### src/rtl/ask4_pkg.sv
// Shared definitions for the 4-ASK link: PRBS constants, symbol type and the Gray amplitude mapper.
// The mapper is also used by the receive-side slicer reference.
package ask4_pkg;

  localparam int unsigned LFSR_W   = 22;
  localparam int unsigned TAP_HI   = 21;
  localparam int unsigned TAP_LO   = 20;
  localparam int unsigned SAMPLE_W = 18;

  localparam logic [LFSR_W-1:0] LFSR_SEED = 22'h3FFFFF;

  localparam logic signed [SAMPLE_W-1:0] A_UNIT = 18'sd32768;

  typedef logic [1:0] sym_t;
  typedef logic [LFSR_W-1:0] lfsr_t;
  typedef logic signed [SAMPLE_W-1:0] sample_t;

  localparam sym_t SYM_NEG3 = 2'b00;
  localparam sym_t SYM_NEG1 = 2'b01;
  localparam sym_t SYM_POS1 = 2'b11;
  localparam sym_t SYM_POS3 = 2'b10;

  // Fibonacci step for x^22 + x^21 + 1; the all-zero state is never entered from the seed.
  function automatic lfsr_t lfsr_step(input lfsr_t state);
    lfsr_step = {state[LFSR_W-2:0], state[TAP_HI] ^ state[TAP_LO]};
  endfunction

  // 3a at scale 0 is 98304, which still fits 1s17, so no saturation is required.
  function automatic sample_t map_4ask(input sym_t bits, input logic [2:0] scale);
    sample_t a;
    sample_t a3;
    a  = A_UNIT >>> scale;
    a3 = a + (a <<< 1);
    case (bits)
      SYM_NEG3: map_4ask = -a3;
      SYM_NEG1: map_4ask = -a;
      SYM_POS1: map_4ask = a;
      default:  map_4ask = a3;
    endcase
  endfunction

endpackage

### src/rtl/ask4_strobe_gen.sv
// Sample/symbol strobe generator and measurement-block counter for the 4-ASK transmit source.
// sam/sym strobes are decoded from counter state; meas_strobe is registered.
module ask4_strobe_gen #(
  parameter int unsigned SAM_DIV   = 2,
  parameter int unsigned SPS       = 4,
  parameter int unsigned MEAS_LOG2 = 20
) (
  input  logic sys_clk,
  input  logic reset_n,
  output logic sam_clk_en,
  output logic sym_clk_en,
  output logic meas_strobe
);

  localparam int unsigned DIV_W = $clog2(SAM_DIV);
  localparam int unsigned PH_W  = $clog2(SPS);
  localparam int unsigned CNT_W = MEAS_LOG2;

  localparam logic [DIV_W-1:0] DIV_LAST = DIV_W'(SAM_DIV - 1);
  localparam logic [PH_W-1:0]  PH_LAST  = PH_W'(SPS - 1);

  logic [DIV_W-1:0] div_cnt_q, div_cnt_d;
  logic [PH_W-1:0]  phase_q, phase_d;
  logic [CNT_W-1:0] sym_cnt_q, sym_cnt_d;
  logic             meas_strobe_q, meas_strobe_d;
  logic             sym_wrap;

  always_comb begin
    sam_clk_en  = (div_cnt_q == DIV_LAST);
    sym_clk_en  = sam_clk_en && (phase_q == PH_LAST);
    sym_wrap    = sym_clk_en && (&sym_cnt_q);
    meas_strobe = meas_strobe_q;
  end

  always_comb begin
    div_cnt_d     = sam_clk_en ? '0 : div_cnt_q + DIV_W'(1);
    phase_d       = phase_q;
    sym_cnt_d     = sym_cnt_q;
    meas_strobe_d = sym_wrap;
    if (sam_clk_en) begin
      phase_d = (phase_q == PH_LAST) ? '0 : phase_q + PH_W'(1);
    end
    if (sym_clk_en) begin
      sym_cnt_d = sym_cnt_q + CNT_W'(1);
    end
  end

  always_ff @(posedge sys_clk or negedge reset_n) begin
    if (!reset_n) begin
      div_cnt_q     <= '0;
      phase_q       <= '0;
      sym_cnt_q     <= '0;
      meas_strobe_q <= 1'b0;
    end else begin
      div_cnt_q     <= div_cnt_d;
      phase_q       <= phase_d;
      sym_cnt_q     <= sym_cnt_d;
      meas_strobe_q <= meas_strobe_d;
    end
  end

endmodule

### src/rtl/ask4_tx_source.sv
// 4-ASK transmit stimulus source: PRBS symbols, Gray amplitude mapping, upsampled filter input.
// Define ASK_TX_ZOH_EN to hold the symbol amplitude on every sample instead of zero insertion.
module ask4_tx_source
  import ask4_pkg::*;
#(
  parameter int unsigned SAM_DIV   = 2,
  parameter int unsigned SPS       = 4,
  parameter int unsigned MEAS_LOG2 = 20
) (
  input  logic               sys_clk,
  input  logic               reset_n,
  input  logic [2:0]         scale,
  output logic               sam_clk_en,
  output logic               sym_clk_en,
  output logic [1:0]         sym_bits,
  output logic signed [17:0] x_in,
  output logic               meas_strobe
);

  lfsr_t   lfsr_q, lfsr_d, next_lfsr;
  sym_t    sym_bits_q, sym_bits_d;
  sample_t x_in_q, x_in_d;

  ask4_strobe_gen #(
    .SAM_DIV   (SAM_DIV),
    .SPS       (SPS),
    .MEAS_LOG2 (MEAS_LOG2)
  ) u_strobe_gen (
    .sys_clk     (sys_clk),
    .reset_n     (reset_n),
    .sam_clk_en  (sam_clk_en),
    .sym_clk_en  (sym_clk_en),
    .meas_strobe (meas_strobe)
  );

  // scale is only looked at on the symbol edge, so an emitted symbol is never rescaled.
  always_comb begin
    next_lfsr  = lfsr_step(lfsr_q);
    lfsr_d     = lfsr_q;
    sym_bits_d = sym_bits_q;
    x_in_d     = x_in_q;
    if (sym_clk_en) begin
      lfsr_d     = next_lfsr;
      sym_bits_d = next_lfsr[1:0];
      x_in_d     = map_4ask(next_lfsr[1:0], scale);
    end else if (sam_clk_en) begin
`ifdef ASK_TX_ZOH_EN
      x_in_d = x_in_q;
`else
      x_in_d = '0;
`endif
    end
  end

  always_ff @(posedge sys_clk or negedge reset_n) begin
    if (!reset_n) begin
      lfsr_q     <= LFSR_SEED;
      sym_bits_q <= '0;
      x_in_q     <= '0;
    end else begin
      lfsr_q     <= lfsr_d;
      sym_bits_q <= sym_bits_d;
      x_in_q     <= x_in_d;
    end
  end

  always_comb begin
    sym_bits = sym_bits_q;
    x_in     = x_in_q;
  end

endmodule

### config.mk
export PLATFORM = sky130hd
export DESIGN_NAME = ask4_tx_source
export DESIGN_NICKNAME = d
export VERILOG_FILES = /design/src/rtl/ask4_pkg.sv /design/src/rtl/ask4_strobe_gen.sv /design/src/rtl/ask4_tx_source.sv
export SDC_FILE = /design/constraint.sdc
export NUM_CORES = 1
export LEC_CHECK = 0
export CAP_MARGIN = 40
export CELL_PAD_IN_SITES_DETAIL_PLACEMENT = 0
export CELL_PAD_IN_SITES_GLOBAL_PLACEMENT = 1
export CORE_UTILIZATION = 46
export DETAILED_ROUTE_END_ITERATION = 8
export GPL_TIMING_DRIVEN = 0
export MAX_ROUTING_LAYER = met4
export PLACE_DENSITY_LB_ADDON = 0.1
export RECOVER_POWER = 25
export SLEW_MARGIN = 10
export SYNTH_ARGS = -nofsm -noshare
export SYNTH_HDL_FRONTEND = slang
export SYNTH_HIERARCHICAL = 1
export SYNTH_SLANG_ARGS = --single-unit
### constraint.sdc
create_clock -name sys_clk -period 2.07 [get_ports sys_clk]
set_input_delay 0.621 -clock sys_clk [delete_from_list [all_inputs] [get_ports sys_clk]]
set_output_delay 0.621 -clock sys_clk [all_outputs]
set_load 0.02 [all_outputs]
==> summary.md <==
| Metric | Value |
|---|---|
| Outcome | `finished, violations left` |
| Violated checks | `setup timing` |
| Clock Skew | `about 0.0065 ns` |
| DP HPWL | `~4.7 mm` |
| Max_slew headroom | `between 20% and 30%` |
| Avg WL per Cell | `roughly 15 microns` |
| Setup_tns | `-2.12 ns` |
| Starting DRT DRC Count | `107` |
| Max-Cap Viols | `0` |
| Die W | `between 80 and 90 microns` |
| Buf+Inv Stages, Crit Path | `3` |
| Critical-path maximum fanout | `5` |
| Met1 Usage GRT | `between 20% and 30%` |
| EDFF count, synth | `0` |
| Layout area overhead | `26.1%` |
| Post-Layout Cell Count | `between 400 and 500` |
| Antenna viol nets, final | `0` |
| Total CTS buffers | `9` |
| Core Util, Final | `roughly three fifths` |
| Initial antenna violation count | `0` |
| Cells after DPL | `around 430` |
| Sequential-to-total area share from yosys stat | `~44%` |
| Worst-path cell with the longest stage delay | `fa_2` |
| CTS H-tree depth | `3` |
| Synth cell types | `62` |
| Final setup margin | `-0.435 ns` |
| Worst-Margin Slew | `between 1 and 1.5 ns` |
| Async SR Flop Fraction | `100%` |
| Worst-case clock buffer depth | `2` |
| PortBufs | `17` |
| RD Place Congestion | `approximately 0.85` |
| Worst-Skew Late Latency | `about 0.32 ns` |
| Setup-failing EPs final | `7` |
| Power per Cell Area | `612 mW/mm^2` |
| Final Hold Vio Count | `0` |
| First-pass GRT wire length | `11.9 mm` |
| Tcrit/Tclk final | `121%` |
| Vias in the first global route | `approximately 2400` |
| GR Overflow Total | `0` |
| Mapped Cells | `around 310` |
| GRT Max-Usage Layer | `met2` |
| Grt met2 use | `around 31%` |
| Nets | `approximately 380` |
| Final wirelength | `just under 7 mm` |
| Initial cell density of the core | `about half` |
| Synthesized cell area | `about 0.0034 sq mm` |
| Core area | `0.00691 sq mm` |
| ANT cells | `0` |
| Seq cells post-synth | `58` |
| TritonCTS clock tree | `built` |
| Crit-path cells | `buf_8 > buf_6 > nor2b_4 > nand2_4 > inv_4 > ha_4 > fa_2 > and2_4 > and4_4 > a31oi_4 > and3b_1 > xor2_1 > o31ai_2` |
| Final Max Slew Viols | `0` |
| CTS Root Buffer Type | `clkbuf_8` |
| Fmax achieved | `399 MHz` |
| Setup CP Type | `input port to flop` |
| Leakage | `1.85 nW` |
| Number of vias per cell | `around 5.3` |
| Min Tclk post-route | `roughly 2.5 ns` |
| Total power | `around 2.6 mW` |
| Met3 Use GR | `~4.4%` |
| Die height | `~87 microns` |
| Vias | `about 2400` |
| Hold Crit Class | `flop to flop` |
| I/O pin total | `28` |
| Peak VDD IR | `392 uV` |
| Type of destination of the critical path | `flop` |
| Cell Rows | `30` |
| Die ar. | `roughly 0.0076 sq mm` |
| WP data arrival | `2.73 ns` |
| Fill count | `594` |
| Sink Count | `58` |
| Worst Setup Start Kind | `input port` |
| Worst-path clk slew | `0.06 ns` |
| Pin count of the biggest net entering global routing | `38` |
| Layout cells sized above 1 | `between 30% and 40%` |
| TritonRoute pass-1 iters | `4` |
| DRC | `0` |
| Worst path top cell family by delay | `simple AND/OR/NAND/NOR gates` |
| Worst Path Required | `approximately 2.3 ns` |
| CP peak stage delay | `approximately 0.4 ns` |
| Top_reg_cell synth | `dfrtp_1` |
| Syn avg cell area | `between 10 and 15 sq um` |
| Hold buffer count at cts | `0` |
| Pre-CTS setup slack | `-1.31 ns` |
| GR Util All Layers | `a little over a fifth` |
| Synth warnings | `6` |
| RSZ-0062 raised after global routing | `yes` |
## Yosys cell counts (all sizes together) (3+ instances only)
cell type	count	area share, %
o21ai	11	1.6
mux2	24	8.1
nand3	15	3.1
xnor2	19	5.2
clkbuf	6	0.67
o21a	5	1.1
or3	3	0.56
a22o	3	0.78
and4	3	0.78
nor2	17	1.9
dfstp	22	17
ha	10	3.7
nor2b	4	0.82
nand2	31	3.5
buf	15	3.3
a32oi	4	1.0
inv	13	1.5
nor4	5	2.0
nand3b	3	0.67
xor2	9	2.4
a21oi	14	2.1
nor3	4	0.90
o211ai	3	0.67
dfrtp	36	27
nand4	6	1.9
## per-stage QoR
| step | hold slack [ns] | area, sq um |
|---|---|---|
| 3_5_place_dp | 0.458 | 3790 |
| 3_3_place_gp | 0.457 | 3770 |
| 2_1_floorplan | 0.325 | 3480 |
| 6_report | 0.466 | 4230 |
| 5_1_grt | 0.493 | 4230 |
| 4_1_cts | 0.261 | 4200 |
## state kept, by name, indices dropped and copies added, names as in the netlist
register / flops
lfsr_q: 22
u_strobe_gen/phase_q: 2
u_strobe_gen/meas_strobe: 1
sym_bits: 2
u_strobe_gen/sam_clk_en: 1
u_strobe_gen/sym_cnt_q: 20
x_in: 10
## where the power goes
| part | switching [mW] | internal, mW | total [mW] | leakage [nW] |
|---|---|---|---|---|
| Combinational | 0.195 | 0.170 | 0.365 | 1.07 |
| Clock | 0.434 | 0.620 | 1.05 | 0.0986 |
| Sequential | 0.0130 | 1.16 | 1.17 | 0.690 |
| Total | 0.643 | 1.95 | 2.59 | 1.85 |
## timing repair
item | in CTS | in global routing
setup buffers | 12 | 3
pin swaps | 13 | 20
gates resized for setup | 31 | 9
endpoints found under the hold margin | 0 | 0
setup endpoints to repair | 30 | 33
## cell usage in the layout, fill, tap and decap left out, types with 3 or more instances in the layout
cell type         n
nand3_1          11
nand2_1          28
xor2_1            8
nand3_4           3
a32oi_1           4
buf_12            3
o21ai_1           5
nor2_1           17
o21ai_0           6
a22o_1            3
or3_1             3
buf_2             4
dfrtp_1          36
dfstp_2          22
clkbuf_1          5
clkbuf_8         11
a21oi_1          12
mux2_2           24
ha_4              5
ha_1              3
o21a_1            5
nand4_1           3
buf_4            21
conb_1            8
o211ai_1          3
xnor2_1          18
inv_1            10
nand3b_1          3
clkdlybuf4s50_1  13
## per-layer routing
metal	up-vias	part of all wire [%]
li1	1195	-
met1	1182	50
met2	54	46
met3	4	4.0
met4	0	0.21
met5	-	0
## worst paths after layout
path                       cells after the start                  startpoint  slack, ns                          to
setup / recovery                              13                    scale[2]      -0.44                    x_in[15]
setup reg to reg                               8     u_strobe_gen/phase_q[0]      -0.07                    x_in[15]
max in group asynchronous                      2                     reset_n       0.39                   lfsr_q[4]
hold reg to reg                                1  u_strobe_gen/sym_cnt_q[17]       0.47  u_strobe_gen/sym_cnt_q[17]
min in group asynchronous                      1                     reset_n       0.48                    x_in[11]
hold / removal                                 1  u_strobe_gen/sym_cnt_q[17]       0.47  u_strobe_gen/sym_cnt_q[17]
## layout make-up
class | count | area [sq um] | share of cell area (%)
tap | 96 | 120 | 2.84
multi-input combinational | 228 | 1890 | 44.7
buffer | 20 | 193 | 4.56
clock buffer | 12 | 155 | 3.67
sequential | 58 | 1480 | 35.0
inverter | 13 | 53.8 | 1.27
clock inverter | 4 | 50.0 | 1.18
timing repair buffer | 32 | 288 | 6.81
## cell families (layout without fill, tap and decap cells)
logic type                 Yosys count  after routing  synth area share, %
DFF                                 58             58                 44.1
adders and majority gates           11             11                 4.33
buffers and inverters               34             81                 5.45
AOI/OAI and AO/OA                   52             52                 10.5
other                                1              8                0.112
xor gates and xnor gates            28             28                 7.54
and+or+nand+nor                    103            103                 19.3
muxes                               26             26                 8.66
Power figures use the tool's default switching activity.
